===== config.mk =====
export PLATFORM = sky130hd
export DESIGN_NAME = dlt_sig_dac_multi
export DESIGN_NICKNAME = d
export VERILOG_FILES = /design/src/rtl/dlt_sig_dac_multi.sv
export SDC_FILE = /design/constraint.sdc
export NUM_CORES = 1
export LEC_CHECK = 0
export CORE_UTILIZATION = 42
export CTS_BUF_LIST = sky130_fd_sc_hd__clkbuf_4
export DETAILED_ROUTE_END_ITERATION = 7
export SYNTH_ARGS = -nofsm -noshare
export SYNTH_HDL_FRONTEND = slang
export SYNTH_SLANG_ARGS = --single-unit

===== constraint.sdc =====
create_clock -name clk -period 16.6 [get_ports clk]
set_input_delay 2.49 -clock clk [delete_from_list [all_inputs] [get_ports clk]]
set_output_delay 2.49 -clock clk [all_outputs]
set_load 0.005 [all_outputs]

===== src/rtl/dlt_sig_dac_multi.sv =====
// Multi-channel 1st/2nd order delta-sigma DAC with linear ramp toward each new frame.
// One-deep frame buffer: ready is registered !pend; a pending frame loads when the ramp is idle or on its last cycle.
module dlt_sig_dac_multi #(
    parameter int NUM_CH       = 2,
    parameter int SAMPLE_W     = 16,
    parameter int INTERP_SHIFT = 4,
    parameter int DITHER_SHIFT = 0,
    parameter int MIN_OFF      = 0
) (
    input  logic                       clk,
    input  logic                       rst,
    input  logic [NUM_CH*SAMPLE_W-1:0] sample_data,
    input  logic                       sample_valid,
    output logic                       sample_ready,
    input  logic                       order_sel,
    input  logic                       dither_en,
    output logic [NUM_CH*SAMPLE_W-1:0] cur_sample,
    output logic                       busy,
    output logic [NUM_CH-1:0]          audio_out
);
    localparam int ACC_W = SAMPLE_W + 8;
    localparam int SUM_W = ACC_W + 2;
    localparam int CUR_W = SAMPLE_W + 2;
    localparam int STP_W = SAMPLE_W + 1;
    localparam int DIF_W = 21;
    localparam int CNT_W = (INTERP_SHIFT > 0) ? INTERP_SHIFT : 1;

    localparam logic signed [SUM_W-1:0] FS     = SUM_W'(1) <<< (SAMPLE_W + 1);
    localparam logic signed [SUM_W-1:0] SAT_HI = SUM_W'(1) <<< (ACC_W - 2);
    localparam logic signed [SUM_W-1:0] SAT_LO = -SAT_HI;
    localparam logic signed [CUR_W-1:0] CUR_HI = (CUR_W'(1) <<< (SAMPLE_W - 1)) - CUR_W'(1);
    localparam logic signed [CUR_W-1:0] CUR_LO = -CUR_HI - CUR_W'(1);

    function automatic logic signed [ACC_W-1:0] sat_acc(input logic signed [SUM_W-1:0] v);
        if (v > SAT_HI)      return SAT_HI[ACC_W-1:0];
        else if (v < SAT_LO) return SAT_LO[ACC_W-1:0];
        else                 return v[ACC_W-1:0];
    endfunction

    // Floor-rounded negative steps can overshoot by a few LSBs; clamp instead of wrapping.
    function automatic logic signed [SAMPLE_W-1:0] sat_cur(input logic signed [CUR_W-1:0] v);
        if (v > CUR_HI)      return CUR_HI[SAMPLE_W-1:0];
        else if (v < CUR_LO) return CUR_LO[SAMPLE_W-1:0];
        else                 return v[SAMPLE_W-1:0];
    endfunction

    function automatic logic signed [19:0] rotl20(input logic [19:0] v, input int s);
        logic [39:0] w;
        w = {v, v} << (s % 20);
        return w[39:20];
    endfunction

    logic                        pend_q, pend_d, rdy_q, rdy_d, ramp_q, ramp_d, order_q, order_d;
    logic [NUM_CH*SAMPLE_W-1:0]  pend_dat_q, pend_dat_d;
    logic [CNT_W-1:0]            cnt_q, cnt_d;
    logic signed [SAMPLE_W-1:0]  cur_q [NUM_CH];
    logic signed [SAMPLE_W-1:0]  cur_d [NUM_CH];
    logic signed [SAMPLE_W-1:0]  tgt_q [NUM_CH];
    logic signed [SAMPLE_W-1:0]  tgt_d [NUM_CH];
    logic signed [STP_W-1:0]     step_q [NUM_CH];
    logic signed [STP_W-1:0]     step_d [NUM_CH];
    logic signed [19:0]          nprev_q [NUM_CH];
    logic signed [19:0]          nprev_d [NUM_CH];
    logic signed [ACC_W-1:0]     a_q [NUM_CH];
    logic signed [ACC_W-1:0]     a_d [NUM_CH];
    logic signed [ACC_W-1:0]     b_q [NUM_CH];
    logic signed [ACC_W-1:0]     b_d [NUM_CH];
    logic [23:0]                 lfsr_q, lfsr_d;
    logic [NUM_CH-1:0]           out_q, out_d;
    logic                        load;

    assign load = pend_q && (!ramp_q || cnt_q == '0);

    always_comb begin : interp
        logic signed [SAMPLE_W-1:0] base;
        logic signed [SAMPLE_W-1:0] nw;
        base       = '0;
        nw         = '0;
        pend_d     = pend_q;
        pend_dat_d = pend_dat_q;
        ramp_d     = ramp_q;
        cnt_d      = cnt_q;
        cur_d      = cur_q;
        tgt_d      = tgt_q;
        step_d     = step_q;
        if (ramp_q) begin
            if (cnt_q == '0) begin
                ramp_d = 1'b0;
                cur_d  = tgt_q;
            end else begin
                cnt_d = cnt_q - CNT_W'(1);
                for (int k = 0; k < NUM_CH; k++)
                    cur_d[k] = sat_cur(CUR_W'(cur_q[k]) + CUR_W'(step_q[k]));
            end
        end
        if (sample_valid && rdy_q) begin
            pend_d     = 1'b1;
            pend_dat_d = sample_data;
        end
        // On the last ramp cycle the new ramp starts from the exact old target.
        if (load) begin
            pend_d = 1'b0;
            ramp_d = (INTERP_SHIFT > 0);
            cnt_d  = '1;
            for (int k = 0; k < NUM_CH; k++) begin
                base      = ramp_q ? tgt_q[k] : cur_q[k];
                nw        = pend_dat_q[k*SAMPLE_W +: SAMPLE_W];
                tgt_d[k]  = nw;
                cur_d[k]  = (INTERP_SHIFT > 0) ? base : nw;
                step_d[k] = (STP_W'(nw) - STP_W'(base)) >>> INTERP_SHIFT;
            end
        end
        rdy_d = !pend_d;
    end

    always_comb begin : dsm
        logic signed [19:0]      n;
        logic signed [DIF_W-1:0] dif;
        logic signed [SUM_W-1:0] x, fb, dv, an;
        n       = '0;
        dif     = '0;
        x       = '0;
        fb      = '0;
        dv      = '0;
        an      = '0;
        lfsr_d  = {1'b0, lfsr_q[23:1]} ^ (lfsr_q[0] ? 24'hE10000 : 24'h000000);
        order_d = order_sel;
        a_d     = a_q;
        b_d     = b_q;
        nprev_d = nprev_q;
        out_d   = '0;
        for (int k = 0; k < NUM_CH; k++) begin
            n          = rotl20(lfsr_q[19:0], 5 * k);
            nprev_d[k] = n;
            dif        = DIF_W'(n) - DIF_W'(nprev_q[k]);
            dv         = dither_en ? SUM_W'(dif >>> DITHER_SHIFT) : '0;
            x          = SUM_W'(cur_q[k]);
            x          = x + (x <<< 1);
            fb         = out_q[k] ? FS : -FS;
            if (order_q) begin
                a_d[k]   = sat_acc(SUM_W'(a_q[k]) + x - fb);
                an       = SUM_W'(a_d[k]);
                b_d[k]   = sat_acc(SUM_W'(b_q[k]) + an - fb + dv);
                out_d[k] = (b_d[k] >= 0) && !((MIN_OFF != 0) && out_q[k]);
            end else begin
                a_d[k]   = sat_acc(SUM_W'(a_q[k]) + x - fb + dv);
                out_d[k] = (a_d[k] >= 0);
            end
            // Loop order switch: restart both integrators from zero with the output held low.
            if (order_sel != order_q) begin
                a_d[k]   = '0;
                b_d[k]   = '0;
                out_d[k] = 1'b0;
            end
        end
    end

    always_ff @(posedge clk) begin
        if (rst) begin
            pend_q     <= 1'b0;
            pend_dat_q <= '0;
            rdy_q      <= 1'b0;
            ramp_q     <= 1'b0;
            cnt_q      <= '0;
            lfsr_q     <= 24'hFFFFFF;
            order_q    <= 1'b0;
            out_q      <= '0;
            for (int k = 0; k < NUM_CH; k++) begin
                cur_q[k]   <= '0;
                tgt_q[k]   <= '0;
                step_q[k]  <= '0;
                nprev_q[k] <= '0;
                a_q[k]     <= '0;
                b_q[k]     <= '0;
            end
        end else begin
            pend_q     <= pend_d;
            pend_dat_q <= pend_dat_d;
            rdy_q      <= rdy_d;
            ramp_q     <= ramp_d;
            cnt_q      <= cnt_d;
            lfsr_q     <= lfsr_d;
            order_q    <= order_d;
            out_q      <= out_d;
            cur_q      <= cur_d;
            tgt_q      <= tgt_d;
            step_q     <= step_d;
            nprev_q    <= nprev_d;
            a_q        <= a_d;
            b_q        <= b_d;
        end
    end

    assign sample_ready = rdy_q;
    assign busy         = ramp_q || pend_q;
    assign audio_out    = out_q;

    for (genvar g = 0; g < NUM_CH; g++) begin : g_cur
        assign cur_sample[g*SAMPLE_W +: SAMPLE_W] = cur_q[g];
    end
endmodule


==> results of run 1 <==
-- cells in the final DEF, fill, tap and decap left out, types with 42 or more instances in the layout --
cell type / netlist / layout
a21o_1: 84 / 84
fa_1: 110 / 110
xnor2_1: 129 / 129
xor2_1: 71 / 71
a211oi_1: 42 / 42
nand2_1: 354 / 354
clkdlybuf4s50_1: 0 / 71
a22o_1: 46 / 46
nand3_1: 61 / 61
nor3_1: 57 / 57
a21oi_1: 271 / 271
inv_1: 412 / 412
dfxtp_1: 272 / 271
nor2b_1: 61 / 60
ha_1: 321 / 321
nor2_1: 198 / 196
o21ai_0: 141 / 140
clkbuf_4: 0 / 109
-- critical path: cells and delay by family, from the launching register on --
kind | cells | cell delay, ns
AND/OR/NAND/NOR | 11 | 3.31
flip-flops | 1 | 0.46
adder cells (fa/ha/maj) | 6 | 2.32
buffers and inverters | 6 | 0.79
AO/OA/AOI/OAI | 10 | 2.43
-- logic make-up after synthesis --
| kind of cell | Yosys count | synth area share [%] |
|---|---|---|
| AO/OA/AOI/OAI | 852 | 21.6 |
| flip-flops | 272 | 21.1 |
| AND/OR/NAND/NOR | 954 | 17.7 |
| multiplexers | 23 | 0.896 |
| adder cells (fa/ha/maj) | 431 | 24.1 |
| buffers and inverters | 530 | 7.84 |
| XOR/XNOR | 200 | 6.78 |
-- through the flow --
| step | std cells | setup WS, ns | cell area (sq um) | util (%) | hold slack (ns) |
|---|---|---|---|---|---|
| 6_report | 4161 | 7.15 | 28300 | 46.7 | 0.408 |
| 5_1_grt | 4161 | 6.55 | 28300 | 46.7 | 0.407 |
| 4_1_cts | 4157 | 7.17 | 28300 | 46.6 | 0.407 |
| 3_5_place_dp | 4019 | 7.20 | 27200 | 44.9 | 0.395 |
| 3_3_place_gp | 4019 | 7.21 | 27200 | 44.9 | 0.392 |
| 2_1_floorplan | 3262 | 8.53 | 25800 | - | 0.389 |
-- how the worst min path moves through the flow --
stage,from,endpoint,slack [ns],depth (start not counted)
floorplan,lfsr_q[20],lfsr_q[19],0.39,1
global placement,lfsr_q[21],lfsr_q[20],0.39,1
detailed placement,lfsr_q[21],lfsr_q[20],0.39,1
CTS,lfsr_q[21],lfsr_q[20],0.41,1
global route,lfsr_q[21],lfsr_q[20],0.41,1
finish,lfsr_q[20],lfsr_q[19],0.41,1
-- registers in the layout, indices dropped and copies added (netlist names), 4 cells and up --
register and count:
pend_dat_q 32, b_q 48, lfsr_q 24, cur_sample 32, tgt_q 32, step_q 26
nprev_q 20, cnt_q 4, a_q 48
-- layer usage --
| layer | routed length, microns | share of wire, % | vias up | GRT usage [%] |
|---|---|---|---|---|
| li1 | - | - | 11400 | - |
| met2 | 29600 | 45 | 403 | 34.3 |
| met5 | 0 | 0 | - | 0 |
| met1 | 32600 | 49 | 10400 | 30.1 |
| met4 | 1290 | 2.0 | 0 | 5.59 |
| met3 | 2530 | 3.8 | 89 | 2.90 |
-- area by class of cell --
| cell class | instances | area [sq um] |
|---|---|---|
| well taps | 782 | 978 |
| multi-input cells | 2460 | 18400 |
| inverters | 413 | 1550 |
| diodes | 4 | 10.0 |
| clock buffers | 109 | 818 |
| clock inverters | 29 | 205 |
| fillers | 6108 | 32300 |
| repair buffers | 92 | 868 |
| flip-flops and latches | 272 | 5450 |
==> results.tsv, run 1 <==
stage	metric	value	unit
outcome	outcome	complete, no violations	
timing	slew_violations	0	
timing	slew_headroom	24.9	%
worst_setup_path	worstPathRequired	17.28	ns
clock_tree	cts.sink_count	272	
grt	grt_pass1_vias	21500	
layout	area_growth	9.46	%
synthesis	ys_seq_area_share	21.1	%
worst_setup_path	cp-endpoint	b_q[4]	
timing	period_share	56.9	%
clock_tree	cts.clk_slew.worst_paths	0.06	ns
grt	grt-ovfl-total	0	
placement	place.gp.congestion	0.870	
worst_setup_path	critPathMaxFanout	22	
clock_tree	post-cts-setup-buffer-count	0	
run	drv_cap	0	
clock_tree	hold_buffers	0	
timing	grt_setup_unrepaired	no	
route	dr_total_vias	22300	
clock_tree	cts_buffer_depth	3	
synthesis	postSynthAreaPerCell	7.92	sq um
synthesis	synth_area_leaders	dfxtp_1, ha_1, fa_1	
clock_tree	clk_latency	0.83	ns
worst_setup_path	crit_type	flop to flop	
synthesis	async_flop_share	0	%
synthesis	synth_top_area_share	21.1	%
synthesis	synth_cells	3262	
worst_setup_path	cpPeakStageDelay	0.62	ns
route	wl	66.0	mm
layout	nNetsFinal	3787	
worst_setup_path	critPathSlowestCell	fa_1	
worst_setup_path	crit_top_cell	inv_1	
synthesis	synthFlopType	dfxtp_1	
timing	clock_skew	0.0541	ns
floorplanning	die_area	62500	sq um
timing	worst_pin_slew	1.12	ns
worst_setup_path	r2r_cells	33	
clock_tree	htree_levels	3	
worst_setup_path	critPathLaunch	cur_sample[17]	
floorplanning	core_area	60600	sq um
floorplanning	initial_core_util	42.6	%
synthesis	ys_ff_latch	272	
route	drtIter0Drc	1226	
synthesis	synth_fp_nets	3730	
clock_tree	cts-root-buf	clkbuf_4	
worst_setup_path	cp-start-kind	flop	
timing	tns	0	ns
worst_setup_path	r2r_end	b_q[4]	
floorplanning	dieHeight	250	microns
worst_setup_path	timing.rr.start	cur_sample[17]	
worst_setup_path	cp_data_arrival_time	10.13	ns
worst_setup_path	reg2reg_slack	7.15	ns
floorplanning	die_x	250	microns
min_path	hold_class	flop to flop	
timing	hold_viol_final	0	
grt	antenna_found_initial	2	
floorplanning	ios	73	
layout	drive_gt1_share	6.25	%
floorplanning	rows	90	
placement	portBuffers	72	
clock_tree	tritoncts	yes	
clock_tree	cts_buffers	80	
grt	grtUsageTotal	21.4	%
synthesis	synth_edf_count	0	
placement	place_hpwl	51.3	mm
route	viasPerCell	5.37	
route	wire_per_inst	15.9	microns
grt	grt_max_degree	72	
timing	max_clock_freq	106	MHz
route	dr.pass1.iters	5	
synthesis	synth_area	25800	sq um
clock_tree	cts_resized	0	
grt	grt_pass1_wl	111	mm
synthesis	yosysTopAreaCell	dfxtp_1	
synthesis	ys_top_cells_by_count	inv_1, nand2_1, ha_1	
synthesis	yosys.cell_types.count	93	
timing	setup_violations	0	
synthesis	synth_most_common_cell	inv_1	
synthesis	yosysWarnings	0	
timing	period_needed	9.45	ns
worst_setup_path	end_kind	flop	
route	drcViolationCount	0	
route	final_antenna_net_count	0	
Power of run 1 is left out: the tool's default activity adds up to more than one toggle a clock period on the data nets, which glitch-free logic cannot reach.
==> run 2: changes to the inputs <==
==> constraint.sdc (replaced) <==
create_clock -name clk -period 7.7 [get_ports clk]
set_input_delay 1.155 -clock clk [delete_from_list [all_inputs] [get_ports clk]]
set_output_delay 1.155 -clock clk [all_outputs]
set_load 0.005 [all_outputs]
==> run 2 against run 1 <==
Against the previous run: the run now ends with setup timing left; first-iteration DRC count down 5.9%; critical path depth unchanged; sequential share of layout area is 2.1 points lower; hold slack better by 0.0043 ns; critical path type unchanged; critical endpoint is now b_q[16].
==> results.tsv, run 2 (synthesized netlist as in run 1, its figures left out) <==
stage	metric	value	unit	change
outcome	outcome	complete, but fails checks		
outcome	violations	setup timing		
worst_setup_path	cp_data_arrival_time	9.04	ns	-1.09 ns
min_path	hold_class	flop to flop		
layout	fillers	5873		-3.8%
timing	period_needed	8.29	ns	-1.16 ns
layout	reg_top3	a_q (48), b_q (48)		
timing	slew_headroom	23.1	%	-1.8 points
grt	grt-ovfl-total	0		unchanged
clock_tree	tritoncts	yes		
layout	nNetsFinal	4161		+9.9%
timing	clock_skew	0.0646	ns	+0.0105 ns
timing	hold_viol_final	0		unchanged
run	drv_cap	0		unchanged
floorplanning	dieHeight	250	microns	unchanged
grt	grtUsageTotal	22.7	%	+1.3 points
floorplanning	initial_core_util	42.6	%	unchanged
clock_tree	cts.sink_count	272		unchanged
route	wire_per_inst	15.9	microns	about the same
worst_setup_path	critPathLaunch	cur_sample[17]		
floorplanning	ios	73		unchanged
grt	grt_max_degree	171		+140%
layout	drive_gt1_share	18.8	%	+13 points
worst_setup_path	cpPeakStageDelay	0.58	ns	-0.04 ns
worst_setup_path	critPathSlowestCell	fa_1		
layout	area_growth	23.5	%	
min_path	min_from	lfsr_q[21]		
worst_setup_path	end_kind	flop		
clock_tree	clk_latency	0.82	ns	about the same
floorplanning	core_area	60600	sq um	unchanged
clock_tree	hold_buffers	0		unchanged
timing	setup_violations	43		+43
route	final_antenna_net_count	0		unchanged
route	dr_total_vias	23900		+6.9%
clock_tree	cts-root-buf	clkbuf_4		
timing	period_share	108	%	+51 points
floorplanning	die_x	250	microns	unchanged
grt	antenna_found_initial	2		unchanged
placement	dp.cells	4362		+8.5%
placement	place_hpwl	55.6	mm	+8.4%
timing	grt_setup_unrepaired	yes		
layout	layout_common_cells	inv_1, buf_4, nand2_1		
floorplanning	rows	90		unchanged
route	viasPerCell	5.27		-1.9%
layout	stdcell_count	4531		+8.9%
clock_tree	cts.clk_slew.worst_paths	0.07	ns	about the same
worst_setup_path	critPathMaxFanout	6		-73%
grt	grt_pass1_vias	22900		+6.5%
worst_setup_path	cp_num_buf_inv	8		+2
grt	grt_pass1_wl	116	mm	+5.0%
worst_setup_path	timing.rr.start	cur_sample[17]		
timing	worst_pin_slew	1.15	ns	+0.0314 ns
route	drtIter0Drc	1154		-5.9%
timing	setup_ws	-0.588	ns	-7.74 ns
worst_setup_path	crit_top_cell	or4_4		
route	drcViolationCount	0		unchanged
layout	final_common_cell	inv_1		
worst_setup_path	crit_type	flop to flop		
worst_setup_path	worstPathRequired	8.45	ns	-8.83 ns
placement	portBuffers	72		unchanged
clock_tree	htree_levels	3		unchanged
route	dr.pass1.iters	5		unchanged
clock_tree	cts_buffer_depth	3		unchanged
floorplanning	die_area	62500	sq um	unchanged
timing	max_clock_freq	121	MHz	+14%
worst_setup_path	critical-path-top-delay-family	simple AND/OR/NAND/NOR gates		
worst_setup_path	cp-start-kind	flop		
placement	place.gp.congestion	0.878		+1.0%
clock_tree	cts_buffers	79		-1.3%
route	wl	71.9	mm	+8.9%
timing	slew_violations	0		unchanged
run 2: cell count changes in the layout (fill, tap and decap cells not counted), sizes merged:
cell / previous run / this run
clkinv: 25 / 34
a21oi: 272 / 273
buf: 21 / 394
inv: 413 / 414
clkbuf: 109 / 100
bufinv: 3 / 1
diode: 4 / 1
run 2: routing by layer:
metal / global-route usage (%) / part of all wire (%) / routed length, microns
met5: 0 / 0 / 0
met4: 5.61 / 2.0 / 1400
met3: 3.18 / 3.8 / 2760
met2: 37.7 / 47 / 33600
met1: 30.9 / 47 / 34100
run 2: final timing paths:
check | cells past startpoint | to | slack [ns]
min reg2reg | 1 | lfsr_q[20] | 0.41
max | 33 | b_q[16] | -0.59
min | 1 | lfsr_q[20] | 0.41
max reg2reg | 33 | b_q[16] | -0.59
run 2: cell type report:
| class | instances | area, sq um | area share (%) |
|---|---|---|---|
| clock inverter | 37 | 200 | 0.628 |
| inverter | 413 | 1560 | 4.88 |
| tap | 782 | 978 | 3.07 |
| clock buffer | 99 | 743 | 2.33 |
| sequential | 272 | 5460 | 17.1 |
| multi-input combinational | 2461 | 19100 | 60.0 |
| antenna | 1 | 2.50 | 0.00785 |
| timing repair buffer | 466 | 3800 | 11.9 |
run 2: repair_timing:
item	4_1_cts	5_1_grt
endpoints found under the setup margin	48	49
buffers inserted	14	15
gates cloned	3	1
gates resized for setup	59	95
pin swaps	33	48
run 2: stage by stage:
stage | setup TNS [ns] | util, % | hold slack, ns | instance area (sq um) | worst slack, ns
floorplan | -3.41 | - | 0.389 | 25900 | -0.166
global placement | -25.17 | 49.4 | 0.392 | 29900 | -0.666
detailed placement | -30.73 | 49.4 | 0.396 | 29900 | -0.808
CTS | -18.77 | 51.7 | 0.416 | 31300 | -0.675
global route | -32.39 | 52.6 | 0.421 | 31900 | -0.927
finish | -14.71 | 52.6 | 0.412 | 31900 | -0.588
Power of run 2 is left out for the same reason.
